--- src/rtl/mem_bus_arbiter_pkg.sv ---
// mem_bus_arbiter_pkg
//   Shared memory-bus definitions. This package holds:
//   - the bus widths;
//   - the fetch and data request/response structs;
//   - the arbiter state and owner enums, used by mem_bus_arbiter and
//     mem_bus_arb_grant.
package mem_bus_arbiter_pkg;

    localparam int ADDR_W = 32;
    localparam int DATA_W = 32;
    localparam int MASK_W = DATA_W / 8;

    typedef struct packed {
        logic              valid;
        logic [ADDR_W-1:0] addr;
        logic              ready;
    } IRequest;

    typedef struct packed {
        logic              valid;
        logic [ADDR_W-1:0] addr;
        logic [DATA_W-1:0] rdata;
    } IResponse;

    typedef struct packed {
        logic              valid;
        logic [ADDR_W-1:0] addr;
        logic              wen;
        logic [DATA_W-1:0] wdata;
        logic [MASK_W-1:0] wmask;
        logic              ready;
    } DRequest;

    typedef struct packed {
        logic              valid;
        logic [ADDR_W-1:0] addr;
        logic [DATA_W-1:0] rdata;
    } DResponse;

    typedef enum logic [1:0] {
        IDLE      = 2'd0,
        WAIT_RESP = 2'd1,
        PUSH      = 2'd2
    } arb_state_t;

    typedef enum logic {
        OWN_I = 1'b0,
        OWN_D = 1'b1
    } owner_t;

endpackage

--- src/rtl/mem_bus_arb_grant.sv ---
// mem_bus_arb_grant
//   Grant selection between the fetch and data ports. It also holds:
//   - the lock that freezes the grant while a request waits for
//     memreq ready;
//   - optionally, the round-robin pointer.
//
//   Build option: ARB_ROUND_ROBIN_EN
//   - Defined: a tie goes to the port that did not win the last accept.
//   - Undefined: data always beats fetch, and there is no pointer register.
//
//   Ports:
//     clk, rst_n  clock and asynchronous active-low reset
//     ivalid      fetch request valid, already qualified by the IDLE state
//     dvalid      data request valid, already qualified by the IDLE state
//     mem_ready   memreq ready from the memory side
//     accept      a request was handed to memory this cycle
//     grant       owner_t encoding of the current winner
module mem_bus_arb_grant
    import mem_bus_arbiter_pkg::*;
(
    input  logic clk,
    input  logic rst_n,
    input  logic ivalid,
    input  logic dvalid,
    input  logic mem_ready,
    input  logic accept,
    output logic grant
);

    logic   lock;
    owner_t lock_grant;
    owner_t free_grant;
    owner_t grant_int;
    logic   held_valid;

    assign held_valid = (lock_grant == OWN_D) ? dvalid : ivalid;

`ifdef ARB_ROUND_ROBIN_EN
    owner_t last_winner;

    always_comb begin
        free_grant = OWN_D;
        if (ivalid && dvalid) begin
            free_grant = (last_winner == OWN_D) ? OWN_I : OWN_D;
        end else if (dvalid) begin
            free_grant = OWN_D;
        end else if (ivalid) begin
            free_grant = OWN_I;
        end
    end

    always_ff @(posedge clk or negedge rst_n) begin
        if (!rst_n) begin
            last_winner <= OWN_D;
        end else if (accept) begin
            last_winner <= grant_int;
        end
    end
`else
    always_comb begin
        free_grant = OWN_D;
        if (dvalid) begin
            free_grant = OWN_D;
        end else if (ivalid) begin
            free_grant = OWN_I;
        end
    end
`endif

    // A held grant is honoured only while its port keeps requesting.
    // If that port drops, the grant falls back to free selection so
    // the bus cannot be stuck on a request that is not there.
    assign grant_int = (lock && held_valid) ? lock_grant : free_grant;
    assign grant     = grant_int;

    always_ff @(posedge clk or negedge rst_n) begin
        if (!rst_n) begin
            lock       <= 1'b0;
            lock_grant <= OWN_D;
        end else if (accept) begin
            lock <= 1'b0;
        end else if ((ivalid || dvalid) && !mem_ready) begin
            lock       <= 1'b1;
            lock_grant <= grant_int;
        end else if (lock && !held_valid) begin
            lock <= 1'b0;
        end
    end

endmodule

--- src/rtl/mem_bus_arbiter.sv ---
// mem_bus_arbiter
//   Shares one memory bus between the instruction-fetch port and the
//   data-access port.
//   - At most one read is outstanding at a time.
//   - Each read response is returned to its owner through a one-cycle
//     registered push stage.
//   - Stores are fire-and-forget and produce no response.
//
//   Build option: ARB_ROUND_ROBIN_EN selects round-robin arbitration in
//   mem_bus_arb_grant. The default is fixed data-over-fetch priority.
//
//   Ports:
//     clk, rst_n                         clock, asynchronous active-low reset
//     ireq_valid/addr, ireq_ready        fetch request (ready is an output)
//     iresp_valid/addr/rdata             fetch response (outputs)
//     dreq_valid/addr/wen/wdata/wmask    data request (inputs)
//     dreq_ready                         data request ready (output)
//     dresp_valid/addr/rdata             data response (outputs)
//     memreq_valid/addr/wen/wdata/wmask  request to memory (outputs)
//     memreq_ready                       request ready from memory (input)
//     memresp_valid/addr/rdata           response from memory (inputs)
module mem_bus_arbiter
    import mem_bus_arbiter_pkg::*;
(
    input  logic              clk,
    input  logic              rst_n,

    input  logic              ireq_valid,
    input  logic [ADDR_W-1:0] ireq_addr,
    output logic              ireq_ready,

    output logic              iresp_valid,
    output logic [ADDR_W-1:0] iresp_addr,
    output logic [DATA_W-1:0] iresp_rdata,

    input  logic              dreq_valid,
    input  logic [ADDR_W-1:0] dreq_addr,
    input  logic              dreq_wen,
    input  logic [DATA_W-1:0] dreq_wdata,
    input  logic [MASK_W-1:0] dreq_wmask,
    output logic              dreq_ready,

    output logic              dresp_valid,
    output logic [ADDR_W-1:0] dresp_addr,
    output logic [DATA_W-1:0] dresp_rdata,

    output logic              memreq_valid,
    output logic [ADDR_W-1:0] memreq_addr,
    output logic              memreq_wen,
    output logic [DATA_W-1:0] memreq_wdata,
    output logic [MASK_W-1:0] memreq_wmask,
    input  logic              memreq_ready,

    input  logic              memresp_valid,
    input  logic [ADDR_W-1:0] memresp_addr,
    input  logic [DATA_W-1:0] memresp_rdata
);

    arb_state_t        state;
    arb_state_t        state_nxt;
    owner_t            owner;
    owner_t            grant;
    logic              grant_bit;
    logic              idle;
    logic              ivalid_g;
    logic              dvalid_g;
    logic              accept;
    logic [ADDR_W-1:0] push_addr_p1;
    logic [DATA_W-1:0] push_rdata_p1;

    // rst_n is folded in here so that every request-side output is
    // forced to 0 while reset is held, whatever memreq_ready does.
    assign idle     = rst_n && (state == IDLE);
    assign ivalid_g = idle && ireq_valid;
    assign dvalid_g = idle && dreq_valid;

    mem_bus_arb_grant u_grant (
        .clk       (clk),
        .rst_n     (rst_n),
        .ivalid    (ivalid_g),
        .dvalid    (dvalid_g),
        .mem_ready (memreq_ready),
        .accept    (accept),
        .grant     (grant_bit)
    );

    assign grant = owner_t'(grant_bit);

    always_comb begin
        state_nxt    = state;
        memreq_valid = 1'b0;
        memreq_addr  = '0;
        memreq_wen   = 1'b0;
        memreq_wdata = '0;
        memreq_wmask = '0;
        ireq_ready   = 1'b0;
        dreq_ready   = 1'b0;
        accept       = 1'b0;

        case (state)
            IDLE: begin
                if (idle) begin
                    memreq_valid = ivalid_g || dvalid_g;
                    if (grant == OWN_D) begin
                        memreq_addr  = dreq_addr;
                        memreq_wen   = dreq_wen;
                        memreq_wdata = dreq_wdata;
                        memreq_wmask = dreq_wmask;
                        dreq_ready   = memreq_ready;
                    end else begin
                        memreq_addr  = ireq_addr;
                        ireq_ready   = memreq_ready;
                    end
                    accept = memreq_valid && memreq_ready;
                    // A store stays in IDLE. Only a read waits for data.
                    if (accept && !memreq_wen) begin
                        state_nxt = WAIT_RESP;
                    end
                end
            end
            WAIT_RESP: begin
                if (memresp_valid) begin
                    state_nxt = PUSH;
                end
            end
            PUSH: begin
                state_nxt = IDLE;
            end
            default: begin
                state_nxt = IDLE;
            end
        endcase
    end

    always_ff @(posedge clk or negedge rst_n) begin
        if (!rst_n) begin
            state <= IDLE;
            owner <= OWN_D;
        end else begin
            state <= state_nxt;
            if (accept && !memreq_wen) begin
                owner <= grant;
            end
        end
    end

    // ---- push stage: memory response registered for one cycle ----
    always_ff @(posedge clk or negedge rst_n) begin
        if (!rst_n) begin
            push_addr_p1  <= '0;
            push_rdata_p1 <= '0;
        end else if ((state == WAIT_RESP) && memresp_valid) begin
            push_addr_p1  <= memresp_addr;
            push_rdata_p1 <= memresp_rdata;
        end
    end

    assign iresp_valid = (state == PUSH) && (owner == OWN_I);
    assign dresp_valid = (state == PUSH) && (owner == OWN_D);
    assign iresp_addr  = push_addr_p1;
    assign iresp_rdata = push_rdata_p1;
    assign dresp_addr  = push_addr_p1;
    assign dresp_rdata = push_rdata_p1;

endmodule

--- config.mk ---
export PLATFORM = sky130hd
export DESIGN_NAME = mem_bus_arbiter
export DESIGN_NICKNAME = d
export VERILOG_FILES = /design/src/rtl/mem_bus_arbiter_pkg.sv /design/src/rtl/mem_bus_arb_grant.sv /design/src/rtl/mem_bus_arbiter.sv
export SDC_FILE = /design/constraint.sdc
export NUM_CORES = 1
export LEC_CHECK = 0
export BUFFER_PORTS_ARGS = -buffer_cell sky130_fd_sc_hd__buf_2
export CAP_MARGIN = 15
export CORE_AREA = 2 2 145 147
export CTS_BUF_LIST = sky130_fd_sc_hd__clkbuf_4 sky130_fd_sc_hd__clkbuf_8
export CTS_CLUSTER_SIZE = 8
export DETAILED_ROUTE_END_ITERATION = 8
export DIE_AREA = 0 0 147 149
export SYNTH_ARGS = -nofsm -noshare
export SYNTH_HDL_FRONTEND = slang
export SYNTH_SLANG_ARGS = --single-unit
--- constraint.sdc ---
create_clock -name clk -period 1.2 [get_ports clk]
set_input_delay 0.12 -clock clk [delete_from_list [all_inputs] [get_ports clk]]
set_output_delay 0.12 -clock clk [all_outputs]
set_load 0.02 [all_outputs]
==> results by group <==
STA
  – RSZ-0062 raised after global routing: true
  – Final worst path period share: 1.559
  – Final Slew Violations: 0
  – Hold slack final: -0.02575 ns
  – Slack of the critical path: -0.6711 ns
  – Fin Clk Skew: 0.01203 ns
  – Min cycle time layout: 1.871 ns
  – Worst slew margin: 0.6435
  – Final Hold Fails: 22
  – Worst slew pin tran: 0.5348 ns
  – Number of setup violations in the final report: around 140
  – Top achievable clock speed: 534.5 MHz

Cells and area
  – Ant diodes: 0
  – Final layout net count: 957
  – Growth of design area from synthesis to finish: 94.09%
  – Fill count: 1948
  – Layout cell share with drive strength beyond 1: 0.7535
  – Utilization after layout: 0.4020
  – Combined flip-flop and latch cell area: between 0.0015 and 0.002 mm2
  – Area of the multi-input gates: approximately 0.0026 mm2

Outcome
  – Status: finished, violations left
  – Violated checks: negative hold slack, negative setup slack

Synth
  – Syn_nets: roughly 550
  – Cells after synthesis: roughly 380
  – Seq/Total Area, Yosys: 0.4061
  – Combined area of all synthesized cells: 0.004258 mm2
  – Number of flops mapped to enable cells by yosys: 0
  – Biggest area consumer among synthesized cells: dfrtp_1
  – Distinct cells, synth: 26
  – Flop and latch count out of synthesis: 69
  – Top post-synthesis cells by area: dfrtp_1 39%, mux2_4 17%, buf_4 12%, mux2i_1 7.5%, and3_1 6.0%
  – Synth Flop Type: dfrtp_1
  – Average cell area after synthesis: 11.15 um2
  – Fraction of registers with async set/reset: 1.000
  – Synth warn: 0
  – Area share of the largest cell type after synthesis: 0.3938

Worst hold path
  – Worst Hold Class: primary input to asynchronous set/reset pin

Place
  – Count of input and output buffers: about 370
  – Routability Congestion: 0.8169
  – Detailed-placement wirelength estimate: 10840 um

Die
  – Die outline width: 147 um
  – Effective utilization at floorplan: 0.2071
  – Area of the core: 0.02056 mm2
  – Die outline height: 149 um
  – Die area: roughly 0.022 mm2
  – I/O pin count: approximately 370
  – Number of rows created at floorplan: 53

Clock network
  – Clock latency reported for the late side of the worst-skew pair: 0.35 ns
  – H-tree levels: 3
  – Cell at the root of the clock tree: clkbuf_8
  – Total clock buffers created by CTS: 9
  – CTS tree: yes
  – CTS Buffer Depth: 2
  – Clk slew on worst S/H paths: 0.09 ns
  – Number of sinks driven by the clock tree: 69

Global routing
  – Vias in the first global route: 4203
  – Largest net degree at the start of global routing: 43
  – Gr usage total: 0.1283
  – Total congestion overflow: 0
  – First-pass GRT wire length: 22110 um
  – Antenna violations before repair: 0

Power
  – Worst voltage drop across the vdd grid: between 0.5 and 0.6 mV
  – Post-layout power: around 13 mW
  – Pwr per Cell Area: 1603 mW/mm2
  – Leakage power: approximately 4.3 nW

Worst setup path
  – Worst reg2reg path endpoint: dresp_rdata[8]
  – Type of element capturing the critical path: primary output
  – Category of the critical setup timing path: register to primary output
  – Arrival time at the worst endpoint: 1.75 ns
  – Data required time at the worst endpoint: between 1 and 1.5 ns
  – Worst reg2reg startpoint: state[0]
  – Reg2reg path depth: 6
  – Worst setup SP type: register
  – Largest fanout on the critical path: 33
  – Worst reg2reg setup slack: -0.36 ns

Route
  – Post-route ant nets: 0
  – DR vias/cell: 3.999
  – Vias: 4263
  – Total Wirelength: 15360 um
  – Count of TritonRoute iterations in the first routing pass: 4
  – Detailed-route DRC error count: 0
  – Wirelength per Cell: 14.41 um
  – Count of routing violations after the opening detailed-route iteration: between 100 and 150

Run
  – Max-cap violations: 0
==> worst max-delay path by stage <==
| stage | start | endpoint | depth (start not counted) |
|---|---|---|---|
| 2_1_floorplan | u_grant.lock_grant | memreq_addr[0] | 5 |
| 3_3_place_gp | u_grant.lock_grant | memreq_addr[4] | 5 |
| 3_5_place_dp | state[1] | u_grant.lock_grant | 6 |
| 4_1_cts | state[1] | memreq_wdata[17] | 5 |
| 5_1_grt | state[1] | memreq_wdata[7] | 5 |
| 6_report | state[1] | memreq_wdata[17] | 5 |
==> power by group <==
group	internal [mW]	total, mW	switching [mW]
logic	3.35	7.38	4.04
registers	3.18	3.90	0.720
clock network	0.968	1.96	0.989
==> cells in the final DEF (no fill, tap or decap), drive strengths merged, types with 4 or more instances in the layout <==
cell type / netlist / routed
nand2: 64 / 64
mux2i: 32 / 32
dfrtp: 67 / 67
clkinv: 0 / 4
clkbuf: 6 / 14
nor3b: 4 / 4
dlygate4sd3: 0 / 64
and3: 41 / 41
inv: 4 / 5
buf: 85 / 415
mux2: 64 / 64
==> registers in the layout, summed over array words and instances (netlist names) <==
name and count:
u_grant.lock 1, owner 1, dresp_addr 32, u_grant.lock_grant 1, dresp_rdata 32, state 2
==> metrics by stage <==
step,setup TNS [ns],area [um2],setup WS [ns],cells
4_1_cts,-66.51,7983,-0.7127,1056
5_1_grt,-76.47,8264,-0.7638,1066
6_report,-66.29,8264,-0.6711,1066
3_3_place_gp,-37.31,6870,-0.3005,973
2_1_floorplan,-14.84,5012,-0.2093,382
3_5_place_dp,-38.42,6870,-0.3584,973
==> cell usage after synthesis (2+ instances only) <==
cell type,count
dfrtp_1,67
buf_4,66
nand2_1,64
mux2_4,49
and3_1,41
mux2i_1,32
mux2_2,15
buf_2,11
buf_6,8
clkbuf_2,4
inv_1,4
nor3b_1,3
a31oi_1,2
clkbuf_1,2
dfstp_2,2
nor2b_1,2
==> logic make-up (layout without fill, tap and decap cells) <==
logic type             count (synthesis)  after routing  synth area share
buffers and inverters                 95            504            0.1604
flip-flops                            69             69            0.4061
multiplexers                          96             96            0.2877
AND/OR/NAND/NOR                      115            115            0.1346
AO/OA/AOI/OAI                          7              7           0.01117
==> per-layer routing <==
layer	vias to the layer above	global-route usage	share of wire
met4	0	0.03702	0.015
li1	2039	-	-
met5	-	0	0
met1	1985	0.1484	0.40
met3	15	0.03303	0.067
met2	224	0.2345	0.52
==> final cells by class <==
| cell class | count | area share |
|---|---|---|
| Clock inverter | 7 | 0.008933 |
| Tap cell | 275 | 0.04164 |
| Sequential cell | 69 | 0.2095 |
| Multi-Input combinational cell | 218 | 0.3093 |
| Timing Repair Buffer | 484 | 0.4138 |
| Clock buffer | 9 | 0.01499 |
| Inverter | 4 | 0.001817 |
==> repair_timing <==
| action | 4_1_cts | 5_1_grt |
|---|---|---|
| buffers inserted | 2 | 5 |
| endpoints found under the hold margin | 64 | 0 |
| gates cloned | 1 | 5 |
| setup endpoints to repair | 142 | 143 |
| gates resized for setup | 74 | 35 |
| hold buffers | 64 | 0 |
| pin swaps | 2 | 2 |
==> critical path, stage by stage (launching register included) <==
cell,delay [ns]
dfrtp_2,0.44
nor3b_4,0.23
buf_12,0.18
buf_12,0.18
and3_4,0.21
buf_2,0.16
Power figures use the tool's default switching activity.
